<file path="config.mk">
export PLATFORM = sky130hd
export DESIGN_NAME = mix_columns_seq
export DESIGN_NICKNAME = d
export VERILOG_FILES = /design/src/rtl/mix_columns_seq.sv
export SDC_FILE = /design/constraint.sdc
export NUM_CORES = 1
export LEC_CHECK = 0
export BUFFER_PORTS_ARGS = -buffer_cell sky130_fd_sc_hd__clkbuf_2
export CAP_MARGIN = 20
export CORE_MARGIN = 2
export CORE_UTILIZATION = 35
export CTS_CLUSTER_DIAMETER = 50
export DETAILED_ROUTE_END_ITERATION = 10
export PLACE_DENSITY_LB_ADDON = 0.05
export SLEW_MARGIN = 20
export SYNTH_ARGS = -nofsm -noshare
export SYNTH_HDL_FRONTEND = slang
export SYNTH_SLANG_ARGS = --single-unit
</file>
<file path="constraint.sdc">
create_clock -name clk -period 3.1 [get_ports clk]
set_input_delay 0.31 -clock clk [delete_from_list [all_inputs] [get_ports clk]]
set_output_delay 0.31 -clock clk [all_outputs]
set_load 0.1 [all_outputs]
</file>
<file path="src/rtl/mix_columns_seq.sv">
// Time-shared AES MixColumns: mixes COLS_PER_CYCLE columns of a 128-bit state per clock.
// Define MIXCOL_INV_EN to build the InvMixColumns datapath, selected per state by in_inv.
module mix_columns_seq #(
   parameter int unsigned COLS_PER_CYCLE = 1
) (
   input  logic         clk,
   input  logic         rst,
   input  logic         in_valid,
   output logic         in_ready,
   input  logic [127:0] in_state,
   input  logic         in_inv,
   output logic         out_valid,
   input  logic         out_ready,
   output logic [127:0] out_state,
   output logic         out_inv,
   output logic         busy
);

   if (COLS_PER_CYCLE != 1 && COLS_PER_CYCLE != 2 && COLS_PER_CYCLE != 4) begin : g_bad_cfg
      $error("mix_columns_seq: COLS_PER_CYCLE must be 1, 2 or 4");
   end

   localparam logic [1:0] ST_IDLE = 2'd0;
   localparam logic [1:0] ST_BUSY = 2'd1;
   localparam logic [1:0] ST_DONE = 2'd2;

   // With four columns per cycle the step wraps to 0 and the last group is group 0.
   localparam logic [1:0] CNT_STEP = 2'(COLS_PER_CYCLE);
   localparam logic [1:0] CNT_LAST = 2'(4 - COLS_PER_CYCLE);

   function automatic logic [7:0] xtime(input logic [7:0] a);
      return {a[6:0], 1'b0} ^ (a[7] ? 8'h1b : 8'h00);
   endfunction

   function automatic logic [31:0] mix_fwd(input logic [31:0] col);
      logic [7:0] a0, a1, a2, a3;
      {a0, a1, a2, a3} = col;
      return {xtime(a0) ^ xtime(a1) ^ a1 ^ a2 ^ a3,
              a0 ^ xtime(a1) ^ xtime(a2) ^ a2 ^ a3,
              a0 ^ a1 ^ xtime(a2) ^ xtime(a3) ^ a3,
              xtime(a0) ^ a0 ^ a1 ^ a2 ^ xtime(a3)};
   endfunction

`ifdef MIXCOL_INV_EN
   function automatic logic [31:0] mix_inv(input logic [31:0] col);
      logic [7:0] a, x2, x4, x8;
      logic [7:0] m9 [4];
      logic [7:0] mb [4];
      logic [7:0] md [4];
      logic [7:0] me [4];
      for (int k = 0; k < 4; k++) begin
         a     = col[31-8*k -: 8];
         x2    = xtime(a);
         x4    = xtime(x2);
         x8    = xtime(x4);
         m9[k] = x8 ^ a;
         mb[k] = x8 ^ x2 ^ a;
         md[k] = x8 ^ x4 ^ a;
         me[k] = x8 ^ x4 ^ x2;
      end
      return {me[0] ^ mb[1] ^ md[2] ^ m9[3],
              m9[0] ^ me[1] ^ mb[2] ^ md[3],
              md[0] ^ m9[1] ^ me[2] ^ mb[3],
              mb[0] ^ md[1] ^ m9[2] ^ me[3]};
   endfunction

   logic inv_q, inv_d;
`else
   logic unused_in_inv;
   assign unused_in_inv = in_inv;
`endif

   logic [1:0]   state_q, state_d;
   logic [1:0]   cnt_q, cnt_d;
   logic [127:0] work_q, work_d;
   logic [31:0]  col;

   always_comb begin
      state_d = state_q;
      cnt_d   = cnt_q;
      work_d  = work_q;
      col     = '0;
`ifdef MIXCOL_INV_EN
      inv_d   = inv_q;
`endif
      case (state_q)
         ST_IDLE: begin
            if (in_valid) begin
               work_d  = in_state;
               cnt_d   = '0;
               state_d = ST_BUSY;
`ifdef MIXCOL_INV_EN
               inv_d   = in_inv;
`endif
            end
         end
         ST_BUSY: begin
            for (int g = 0; g < int'(COLS_PER_CYCLE); g++) begin
               col = work_q[127-32*(int'(cnt_q)+g) -: 32];
`ifdef MIXCOL_INV_EN
               work_d[127-32*(int'(cnt_q)+g) -: 32] = inv_q ? mix_inv(col) : mix_fwd(col);
`else
               work_d[127-32*(int'(cnt_q)+g) -: 32] = mix_fwd(col);
`endif
            end
            if (cnt_q == CNT_LAST) begin
               cnt_d   = '0;
               state_d = ST_DONE;
            end else begin
               cnt_d = cnt_q + CNT_STEP;
            end
         end
         ST_DONE: begin
            if (out_ready) state_d = ST_IDLE;
         end
         default: state_d = ST_IDLE;
      endcase
   end

   always_ff @(posedge clk) begin
      if (rst) begin
         state_q <= ST_IDLE;
         cnt_q   <= '0;
`ifdef MIXCOL_INV_EN
         inv_q   <= 1'b0;
`endif
      end else begin
         state_q <= state_d;
         cnt_q   <= cnt_d;
`ifdef MIXCOL_INV_EN
         inv_q   <= inv_d;
`endif
      end
   end

   // Working register needs no reset: it is only visible through the DONE-gated output.
   always_ff @(posedge clk) begin
      work_q <= work_d;
   end

   assign in_ready  = (state_q == ST_IDLE);
   assign busy      = (state_q != ST_IDLE);
   assign out_valid = (state_q == ST_DONE);
   assign out_state = out_valid ? work_q : '0;
`ifdef MIXCOL_INV_EN
   assign out_inv   = out_valid & inv_q;
`else
   assign out_inv   = 1'b0;
`endif

endmodule
</file>
# == Word-level counts from Yosys, hierarchy flattened ==
# Cells that the tools add are included.
# Widths: inputs -> output; s select.
# word_totals
ff_bits,132
word_cells,55
# classes
shift,3
n_bitwise,20
addsub,3
mux,15
n_eq_ne,6
n_reduce_logical,5
# op_table
op,n
$mux 128,2
$pmux 128 s2,1
$shift 32x33->159 const A,1
$shiftx 159x8->32,1
$shiftx 32x33->159,1
$bwmux 128,1
$xor 8x8->8,16
$neg 8->33,1
$xor 8x5->8,4
$mux 5,4
$mux 2,5
$sub 7x7->8 const A,1
$pmux 2 s3,1
$eq 2x2->1 const B,2
$ne 2x2->1 const B,2
$pmux 2 s2,1
$reduce_bool 2->1,2
$reduce_and 3->1,1
$add 2x1->2 const B,1
$eq 2x1->1 const B,1
$logic_not 2->1,1
$ne 2x1->1 const B,1
$reduce_and 2->1,1

# == Depth between registers and ports, before layout ==
# Gate-level depths: netlist (run 1).
# depth
ltp_word,11
depth_mapped,8
depth_no_buf,5

# == Least setup slack after synthesis (run 1) ==
# OpenSTA, ideal clock, no wires.
# synth_path
path_kind,register -> register
start,reg cnt_q[1] (netlist name)
end,reg work_q[64] (enable)
n_path_buf,2
period_less_slack_ps,3009
required_ps,2668
slack_ps,91
stages_incl_launch_ff,7
arrival_time_ps,2577
path_cell_list,dfxtp_1 buf_2 buf_2 inv_1 ha_1 nand2_1 a21oi_1
# synth_lines
element,line,text
end signal: assignment,138,work_q <= work_d;
end: declaration,75,"logic [127:0] work_q, work_d;"

# == Worst setup path after layout (run 1) ==
# layout_path
start,reg cnt_q[0]
end,"reg work_q[104], data pin"
# layout_between
elab_chain_len,11
# layout_lines
element,line,text
start: declaration,74,"logic [1:0] cnt_q, cnt_d;"
start signal: assignment,129,cnt_q <= cnt_d;
$sub 7x7->8 (*),"99, 103",
$shiftx 159x8->32,99,col = work_q[127-32*(int'(cnt_q)+g) -: 32];
$mux 5,32,"return {a[6:0], 1'b0} ^ (a[7] ? 8'h1b : 8'h00);"
$xor 8x5->8,32,
$xor 8x8->8 (on tied branches) (4 in series),"41, 38, 39",
$shiftx 32x33->159,103,work_d[127-32*(int'(cnt_q)+g) -: 32] = mix_fwd(col);
$bwmux 128 (*),103,
$pmux 128 s2 (*),86,case (state_q)
named net work_d[104],75,
# Mark *: on every way through the listed nets, which the timed path passes. The rest lies on a longest branch.
# A chain may end at the register's enable or synchronous reset.

==> flow_summary.ini, run 1 <==
[run_status]
status = completed

[timing]
rsz0062_at_grt = no
fin_tns_setup_ns = 0
post-route-min-period_ns = 2.70
worst_slew_pin_slew_ns = 0.751
clock_skew_ns = 0.0148
slew_violations = 0
setup_viol = 0
max_freq_mhz = 371
maxSlewHeadroom_pct = 49.6
finalHoldViolCount = 0
hold_slack_ns = 0.137
min_period_over_period_pct = 87.0

[yosys]
synth_top_flop_cell = edfxtp_1
synth-edff-count = 128
synth_warnings = 0
synth_nets = 725
synthCells = 588
avgSynthCellArea_um2 = 14.3
synth.distinct_cells = 32
async_flop_share_pct = 0
synth-seq-area-share_pct = 46.5
ys_ff_latch = 132
synthesis.area_mm2 = 0.00843

[worst_setup_path]
critPathMaxFanout = 11
path_class = reg -> reg
worst_setup_path_end_kind = register
critical_path_required_ns = 3.28
r2r-start = cnt_q[0]$_SDFFE_PP0P_
startpoint = cnt_q[0]$_SDFFE_PP0P_
cp-endpoint = work_q[104]$_DFFE_PP_
worstPathArrival_ns = 2.88
reg2reg_depth = 5
r2r_end = work_q[104]$_DFFE_PP_
start_kind = register
r2r_slack_ns = 0.40

[cts]
cts_made_buffers = 17
postCtsResizedCells = 0
worstSkewPairLatency_ns = 0.43
cts_tree = built
holdBufCountCts = 0
cts.sinks = 132
root_buffer = clkbuf_16
h-tree-depth = 4
clk_pin_slew_ns = 0.06
cts_buffer_depth = 2
post_cts_buffers = 0

[die]
die_width_um = 159
initial_core_util_pct = 35.8
core_mm2 = 0.0235
rows = 56
die_area_mm2 = 0.0253
num_io_pins = 265
die_h_um = 159

[detailed_routing]
drc = 0
dr_total_vias = 6104
first_pass_iters = 5
drtIter0Drc = 410
wl_mm = 28.1
wl_per_cell_um = 24.0
antenna_left = 0
viasPerCell = 5.22

[layout]
nets = 974
fin_util_pct = 46.5
area_delta_synth_final_pct = 29.8
fill_cells = 2232
insertedDiodeCount = 0
drive_gt1_share_pct = 43.8
layout.cells.non_filler = 1169

[power]
p_comb_share_pct = 42.0
p_int_uw = 4920
p_switching_uw = 2520
pwr-share-seq_pct = 30.9
power_density_mw_per_mm2 = 680
p_leak_uw = 0.00482
swShare_pct = 33.9
vdd_drop_max_uv = 496
p_clk_share_pct = 27.2

[global_routing]
met2_usage_pct = 36.3
grt_max_degree = 131
grt_util_met3_pct = 5.08
globalRouteTotalUtil_pct = 22.1
grt_overflow_total = 0
grt_pass1_vias = 6432
grt_pass1_wl_mm = 41.0
met1_usage_pct = 29.1
busiest_layer = met2
antenna_found_initial = 0

[place]
dp_cells = 1137
gp_congestion = 0.824
io_buffers = 262
dp_hpwl_mm = 20.3

[flow_run]
cap_violations = 0

[worst_hold_path]
hp-class = in -> reg
hp-start = rst
## worst max-delay path: stages (launching register included)
cell     delay [ns]
dfxtp_2        0.37
buf_4          0.28
mux4_2         0.66
xnor2_2        0.32
xnor3_1        0.57
a22o_1         0.24
## cell type report
cell class	count	area [um^2]	area share [%]
clock inverter	9	105	0.960
multi-input combinational	396	4300	39.3
sequential	132	3930	35.9
timing repair buffer	286	1720	15.8
tap	319	399	3.65
inverter	4	15.0	0.137
clock buffer	23	478	4.37
## synth_stat cells, types with 3 or more instances
library cell	n	area, um^2
nor2_1	4	15.0
xnor2_2	7	114
inv_1	4	15.0
nand2_1	6	22.5
edfxtp_1	128	3840
buf_2	5	25.0
a22o_1	128	1120
clkbuf_1	45	169
xor2_2	3	48.8
nor3_1	3	15.0
xnor2_4	3	82.6
a21oi_1	6	30.0
dfxtp_1	4	80.1
xnor2_1	7	61.3
and2_1	128	801
xor3_1	4	95.1
mux4_2	32	721
ha_1	4	50.1
xnor3_1	39	878
xor2_1	11	96.3
## state kept, by name, summed over array words and instances (netlist names)
name,flops
work_q,128
cnt_q,2
state_q,2
## routing by layer
| metal | routed length [um] | vias up |
|---|---|---|
| li1 | - | 2765 |
| met1 | 12000 | 3033 |
| met2 | 13500 | 272 |
| met3 | 1950 | 34 |
| met4 | 592 | 0 |
| met5 | 0 | - |
## cells by family (layout without fill, tap and decap cells)
| kind of cell | count (synthesis) | in the layout | synth area share, % |
|---|---|---|---|
| and+or+nand+nor | 149 | 149 | 10.8 |
| xor gates and xnor gates | 74 | 74 | 16.3 |
| muxes | 32 | 32 | 8.55 |
| DFF | 132 | 132 | 46.5 |
| AOI/OAI and AO/OA | 136 | 136 | 13.8 |
| buffers and inverters | 60 | 322 | 3.34 |
| adders and majority gates | 4 | 4 | 0.594 |
| other | 1 | 1 | 0.0445 |
## power groups by stage
stage | clock, uW | sequential, uW | combinational (uW)
floorplan | 0 | 2300 | 2270
finish | 2020 | 2300 | 3120
global route | 2130 | 2320 | 3300
detailed placement | 0 | 2340 | 3130
CTS | 2050 | 2300 | 3160
global placement | 0 | 2320 | 3100
## layout by cell type (no fill, tap or decap), types with 2 or more instances in the layout
master      netlist  routed
and2_1          128     128
xnor2_2           7       7
xor2_2            3       3
mux4_2           32      32
xnor3_1          39      39
xor3_1            4       4
dfxtp_1           4       2
nor3_2            0       2
nand2_1           6       6
buf_12            1       5
clkbuf_1         45       3
a21oi_4           0       4
dfxtp_2           0       2
clkinv_2          0       3
ha_1              4       4
bufinv_16         0       2
clkbuf_16         0      17
xnor2_1           7       7
nor2_1            4       4
xor2_1           11      11
inv_1             4       4
buf_4             2      87
clkbuf_8          0       3
a22o_1          128     128
edfxtp_1        128     128
clkbuf_2          0     194
clkinvlp_4        0       4
a21oi_1           6       2
xnor2_4           3       3
## how the worst min path moves through the flow
stage | endpoint | slack (ns) | depth (start not counted)
after floorplan | cnt_q[0]$_SDFFE_PP0P_ | 0.38 | 1
after global placement | state_q[1]$_SDFFE_PP0P_ | 0.56 | 2
after detailed placement | cnt_q[1]$_SDFFE_PP0P_ | 0.56 | 2
after CTS | state_q[1]$_SDFFE_PP0P_ | 0.11 | 2
after global routing | state_q[1]$_SDFFE_PP0P_ | 0.12 | 2
final | state_q[1]$_SDFFE_PP0P_ | 0.14 | 2
## metrics by stage
step           area, um^2  total power, uW  setup WS, ns
2_1_floorplan        8430             4560        0.0908
3_5_place_dp        10400             5470         0.380
5_1_grt             10900             7740         0.321
4_1_cts             10900             7510         0.359
3_3_place_gp        10400             5420         0.399
6_report            10900             7440         0.402
(Power assumes the default switching activity.)
==> inputs of run 2 (changes only) <==
--- a/config.mk
+++ b/config.mk
@@ -7,6 +7,8 @@
 export LEC_CHECK = 0
 export BUFFER_PORTS_ARGS = -buffer_cell sky130_fd_sc_hd__clkbuf_2
 export CAP_MARGIN = 20
+export CELL_PAD_IN_SITES_DETAIL_PLACEMENT = 1
+export CELL_PAD_IN_SITES_GLOBAL_PLACEMENT = 1
 export CORE_MARGIN = 2
 export CORE_UTILIZATION = 35
 export CTS_CLUSTER_DIAMETER = 50
==> flow_summary.ini, run 2 (synthesis gave the netlist of run 1 again) <==
[global_routing]
grt_overflow_total = 0
grt_pass1_vias = 6723
grt_pass1_wl_mm = 43.6
antenna_found_initial = 0
globalRouteTotalUtil_pct = 23.4
grt_max_degree = 97

[detailed_routing]
dr_total_vias = 6148
wl_mm = 29.6
drc = 0
wl_per_cell_um = 25.4
antenna_left = 0
viasPerCell = 5.28
first_pass_iters = 5
drtIter0Drc = 475

[worst_setup_path]
worstPathArrival_ns = 2.54
worst_setup_path_end_kind = output port
path_class = reg -> out
critPathMaxFanout = 96
start_kind = register
critPathBufInv = 2
crit_family = buffers and inverters
max_stage_delay_ns = 0.67
critical_path_required_ns = 2.79
path_cells = nor2b_4 > buf_12 > and2_1 > clkbuf_2
slowest_stage = dfxtp_1

[layout]
seq_area_mm2 = 0.00393
final_common_cell = clkbuf_2
layout.cells.non_filler = 1164
top_register = work_q
nets = 969
drive_gt1_share_pct = 43.6
insertedDiodeCount = 0
area_delta_synth_final_pct = 38.0
largest_register_ffs = 128
top_regs = work_q: 128 flops, cnt_q: 2 flops, state_q: 2 flops
fill_cells = 2426
multi_input_area_mm2 = 0.00430
final_cell_mix = clkbuf_2 (198), a22o_1 (128), and2_1 (128), edfxtp_1 (128), buf_12 (63)

[timing]
post-route-min-period_ns = 2.85
setup_viol = 0
worst_slew_pin_slew_ns = 0.966
finalHoldViolCount = 0
rsz0062_at_grt = no
hold_slack_ns = 0.113
slew_violations = 0
min_period_over_period_pct = 92.0
clock_skew_ns = 0.0107
max_freq_mhz = 351
setup_ws_ns = 0.249
maxSlewHeadroom_pct = 35.6
fin_tns_setup_ns = 0

[cts]
cts_tree = built
cts.sinks = 132
worstSkewPairLatency_ns = 0.43
cts_buffer_depth = 2
h-tree-depth = 4
holdBufCountCts = 0
clk_pin_slew_ns = 0.06
postCtsResizedCells = 0
root_buffer = clkbuf_16
post_cts_buffers = 0
cts_made_buffers = 17

[place]
gp_congestion = 0.844
io_buffers = 262
place_ws_ns = 0.352
dp_hpwl_mm = 21.4
dp_cells = 1132

[power]
power_density_mw_per_mm2 = 645
p_leak_uw = 0.00494
vdd_drop_max_uv = 533
power_uw = 7500

[run_status]
status = completed

[die]
die_width_um = 159
core_mm2 = 0.0235
die_area_mm2 = 0.0253
rows = 56
num_io_pins = 265
initial_core_util_pct = 35.8
die_h_um = 159

[worst_hold_path]
hp-class = in -> reg

[flow_run]
cap_violations = 0
## run 2: cell types whose count changed in the layout (fill, tap and decap cells not counted), sizes merged
cell | previous run | this run
clkinvlp | 4 | 6
bufinv | 2 | 3
buf | 92 | 83
inv | 4 | 5
clkinv | 3 | 4
clkbuf | 217 | 216
## run 2: worst reg2reg max path, cell delays in order (launching register included)
cell and delay [ns]:
dfxtp_2 0.35, buf_12 0.28, mux4_2 0.69, xnor2_2 0.33, xnor3_1 0.59, a22o_1 0.25
## run 2: final cells by class
cell class,instances,share of cell area [%]
Clock buffer,18,3.69
Clock inverter,14,1.39
Inverter,4,0.129
Multi-Input combinational cell,396,37.0
Sequential cell,132,33.8
Tap cell,319,3.43
Timing Repair Buffer,281,20.7
## run 2: power breakdown
part | switching (uW) | total [uW] | internal, uW
Combinational | 1680 | 3140 | 1460
Clock | 803 | 2060 | 1260
Sequential | 84.8 | 2300 | 2210
Total | 2570 | 7500 | 4930
## run 2: path summary, 6_finish.rpt
path / start / depth (start not counted) / slack, ns / end
worst min-delay path: rst / 2 / 0.11 / cnt_q[0]$_SDFFE_PP0P_
worst max-delay path: state_q[1]$_SDFFE_PP0P_ / 4 / 0.25 / out_state[20]
worst max register to register: cnt_q[0]$_SDFFE_PP0P_ / 5 / 0.37 / work_q[104]$_DFFE_PP_
worst min register to register: cnt_q[0]$_SDFFE_PP0P_ / 3 / 0.78 / cnt_q[0]$_SDFFE_PP0P_
## run 2: metrics by stage
stage	util (%)	cell area, um^2
2_1_floorplan	-	8430
3_3_place_gp	46.9	11000
5_1_grt	49.4	11600
6_report	49.4	11600
4_1_cts	49.4	11600
3_5_place_dp	46.9	11000
## run 2: layer usage
layer	global-route usage, %	vias up	routed length (um)
met5	0	-	0
met4	4.83	0	269
met3	6.12	18	2030
met2	40.3	243	15000
met1	29.8	3134	12300
li1	-	2753	-
==> inputs of run 3 (changes only) <==
--- a/config.mk
+++ b/config.mk
@@ -5,12 +5,13 @@
 export SDC_FILE = /design/constraint.sdc
 export NUM_CORES = 1
 export LEC_CHECK = 0
+export ABC_AREA = 1
 export BUFFER_PORTS_ARGS = -buffer_cell sky130_fd_sc_hd__clkbuf_2
 export CAP_MARGIN = 20
 export CELL_PAD_IN_SITES_DETAIL_PLACEMENT = 1
 export CELL_PAD_IN_SITES_GLOBAL_PLACEMENT = 1
 export CORE_MARGIN = 2
-export CORE_UTILIZATION = 35
+export CORE_UTILIZATION = 34
 export CTS_CLUSTER_DIAMETER = 50
 export DETAILED_ROUTE_END_ITERATION = 10
 export PLACE_DENSITY_LB_ADDON = 0.05
==> flow_summary.ini, run 3 <==
[run_status]
status = completed

[timing]
hold_slack_ns = 0.0963
post-route-min-period_ns = 2.70
maxSlewHeadroom_pct = 48.3
setup_viol = 0
min_period_over_period_pct = 87.1
finalHoldViolCount = 0
rsz0062_at_grt = no
clock_skew_ns = 0.0134
slew_violations = 0
max_freq_mhz = 371
worst_slew_pin_slew_ns = 0.776

[yosys]
async_flop_share_pct = 0
yosys.area.top_type = edfxtp_1
ys_ff_latch = 132
synth_top_flop_cell = edfxtp_1
synth-seq-area-share_pct = 38.0
synthTopCellsByCount = nand2_1 (831), nand3_1 (184), inv_1 (163)
synthesis.area_mm2 = 0.0103
avgSynthCellArea_um2 = 6.28
synth.distinct_cells = 31
synth_most_common_cell = nand2_1
synth_warnings = 0
synth_nets = 1782
synth_top_area_share_pct = 37.2
ys_top_cells_by_area = edfxtp_1 (37%), nand2_1 (30%), nand3_1 (8.9%)
synth-edff-count = 128
synthCells = 1645

[die]
num_io_pins = 265
die_h_um = 178
initial_core_util_pct = 34.7
die_width_um = 178
rows = 63
core_mm2 = 0.0298
die_area_mm2 = 0.0318

[global_routing]
grt_max_degree = 69
grt_overflow_total = 0
globalRouteTotalUtil_pct = 26.5
antenna_found_initial = 1
grt_pass1_vias = 11800
grt_pass1_wl_mm = 64.5

[layout]
drive_gt1_share_pct = 25.8
area_delta_synth_final_pct = 25.9
top_regs = work_q: 128 flops, cnt_q: 2 flops, state_q: 2 flops
fill_cells = 3939
final_cell_mix = nand2_1 (831), clkbuf_2 (262), nand3_1 (184)
fin_util_pct = 43.7
top_register = work_q
layout.cells.non_filler = 2279
largest_register_ffs = 128
final_common_cell = nand2_1
nets = 2012

[cts]
postCtsResizedCells = 0
cts_made_buffers = 17
post_cts_buffers = 0
worstSkewPairLatency_ns = 0.43
clk_pin_slew_ns = 0.07
h-tree-depth = 4
cts_tree = built
cts_buffer_depth = 2
root_buffer = clkbuf_16
cts.sinks = 132
holdBufCountCts = 0

[worst_setup_path]
max_stage_delay_ns = 0.38
cpMostUsedCell = nand2_1
worstPathArrival_ns = 2.87
slowest_stage = dfxtp_4
path_class = reg -> reg
path_cells = inv_6 > buf_4 > nand2_1 > nand3_1 > nand2_2 > inv_1 > nand2_1 > nand3_1 > nand2_1 > nand2_1 > nand2_1 > nand3_1 > nand2_1
start_kind = register
worst_setup_path_end_kind = register
r2r_slack_ns = 0.40
critPathBufInv = 3
critical_path_required_ns = 3.27
crit_family = simple AND/OR/NAND/NOR gates
critPathMaxFanout = 68

[detailed_routing]
dr_total_vias = 11400
drtIter0Drc = 676
viasPerCell = 5.01
wl_mm = 41.5
wl_per_cell_um = 18.2
first_pass_iters = 5
antenna_left = 0
drc = 0

[power]
p_leak_uw = 0.00711
power_density_mw_per_mm2 = 691
vdd_drop_max_uv = 330

[place]
dp_cells = 2246
io_buffers = 262
gp_congestion = 0.889
dp_hpwl_mm = 30.8

[flow_run]
cap_violations = 0

[worst_hold_path]
hp-class = in -> reg
==> run 3: area by class of cell <==
| class | count | area, um^2 | share of cell area [%] |
|---|---|---|---|
| Clock inverter | 15 | 174 | 1.34 |
| Sequential cell | 132 | 3930 | 30.2 |
| Tap cell | 390 | 488 | 3.75 |
| Inverter | 169 | 647 | 4.97 |
| Multi-Input combinational cell | 1262 | 5680 | 43.6 |
| Antenna cell | 1 | 2.50 | 0.0192 |
| Clock buffer | 17 | 425 | 3.27 |
| Timing Repair Buffer | 293 | 1670 | 12.8 |
==> run 3: path summary, 6_finish.rpt <==
kind | from | endpoint | cells past startpoint
worst max-delay path | cnt_q[0]$_SDFFE_PP0P_ | work_q[90]$_DFFE_PP_ | 13
worst min-delay path | rst | cnt_q[1]$_SDFFE_PP0P_ | 2
worst max register to register | cnt_q[0]$_SDFFE_PP0P_ | work_q[90]$_DFFE_PP_ | 13
worst min register to register | state_q[1]$_SDFFE_PP0P_ | state_q[0]$_SDFFE_PP0P_ | 3
==> run 3: power by group <==
part	total, uW	internal [uW]	switching [uW]
clock	2150	1210	941
combinational	4350	1040	3320
sequential	2480	2330	151
==> run 3: per-stage QoR <==
stage	area [um^2]	worst slack (ns)	TNS, ns	power (uW)
final	13000	0.401	0	8990
after floorplan	10600	-0.368	-1.94	5590
after CTS	13000	0.425	0	9000
after global routing	13000	0.178	0	9590
after detailed placement	12400	0.485	0	6840
after global placement	12400	0.549	0	6730
==> run 3: cell families (layout without fill, tap and decap cells) <==
| kind of cell | after synthesis | count (layout) | synth area share (%) |
|---|---|---|---|
| adder cells (fa/ha/maj) | 4 | 4 | 0.484 |
| flip-flops | 132 | 132 | 38.0 |
| other | 1 | 2 | 0.0363 |
| buffers and inverters | 251 | 494 | 10.5 |
| AO/OA/AOI/OAI | 9 | 9 | 0.484 |
| AND/OR/NAND/NOR | 1241 | 1241 | 49.9 |
| XOR/XNOR | 7 | 7 | 0.593 |
==> run 3: worst reg2reg max path, cell delays in order (launching register included) <==
cell     delay [ns]
dfxtp_4        0.38
inv_6          0.39
buf_4          0.44
nand2_1        0.08
nand3_1        0.12
nand2_2        0.12
inv_1          0.18
nand2_1        0.10
nand3_1        0.12
nand2_1        0.06
nand2_1        0.06
nand2_1        0.19
nand3_1        0.14
nand2_1        0.07
==> run 3: routing by layer <==
| layer | wire length (um) | vias to the layer above | share of wire, % | global-route usage, % |
|---|---|---|---|---|
| li1 | - | 5638 | - | - |
| met1 | 19500 | 5440 | 47 | 36.7 |
| met2 | 19400 | 311 | 47 | 43.8 |
| met3 | 1980 | 37 | 4.8 | 3.54 |
| met4 | 627 | 0 | 1.5 | 6.44 |
| met5 | 0 | - | 0 | 0 |
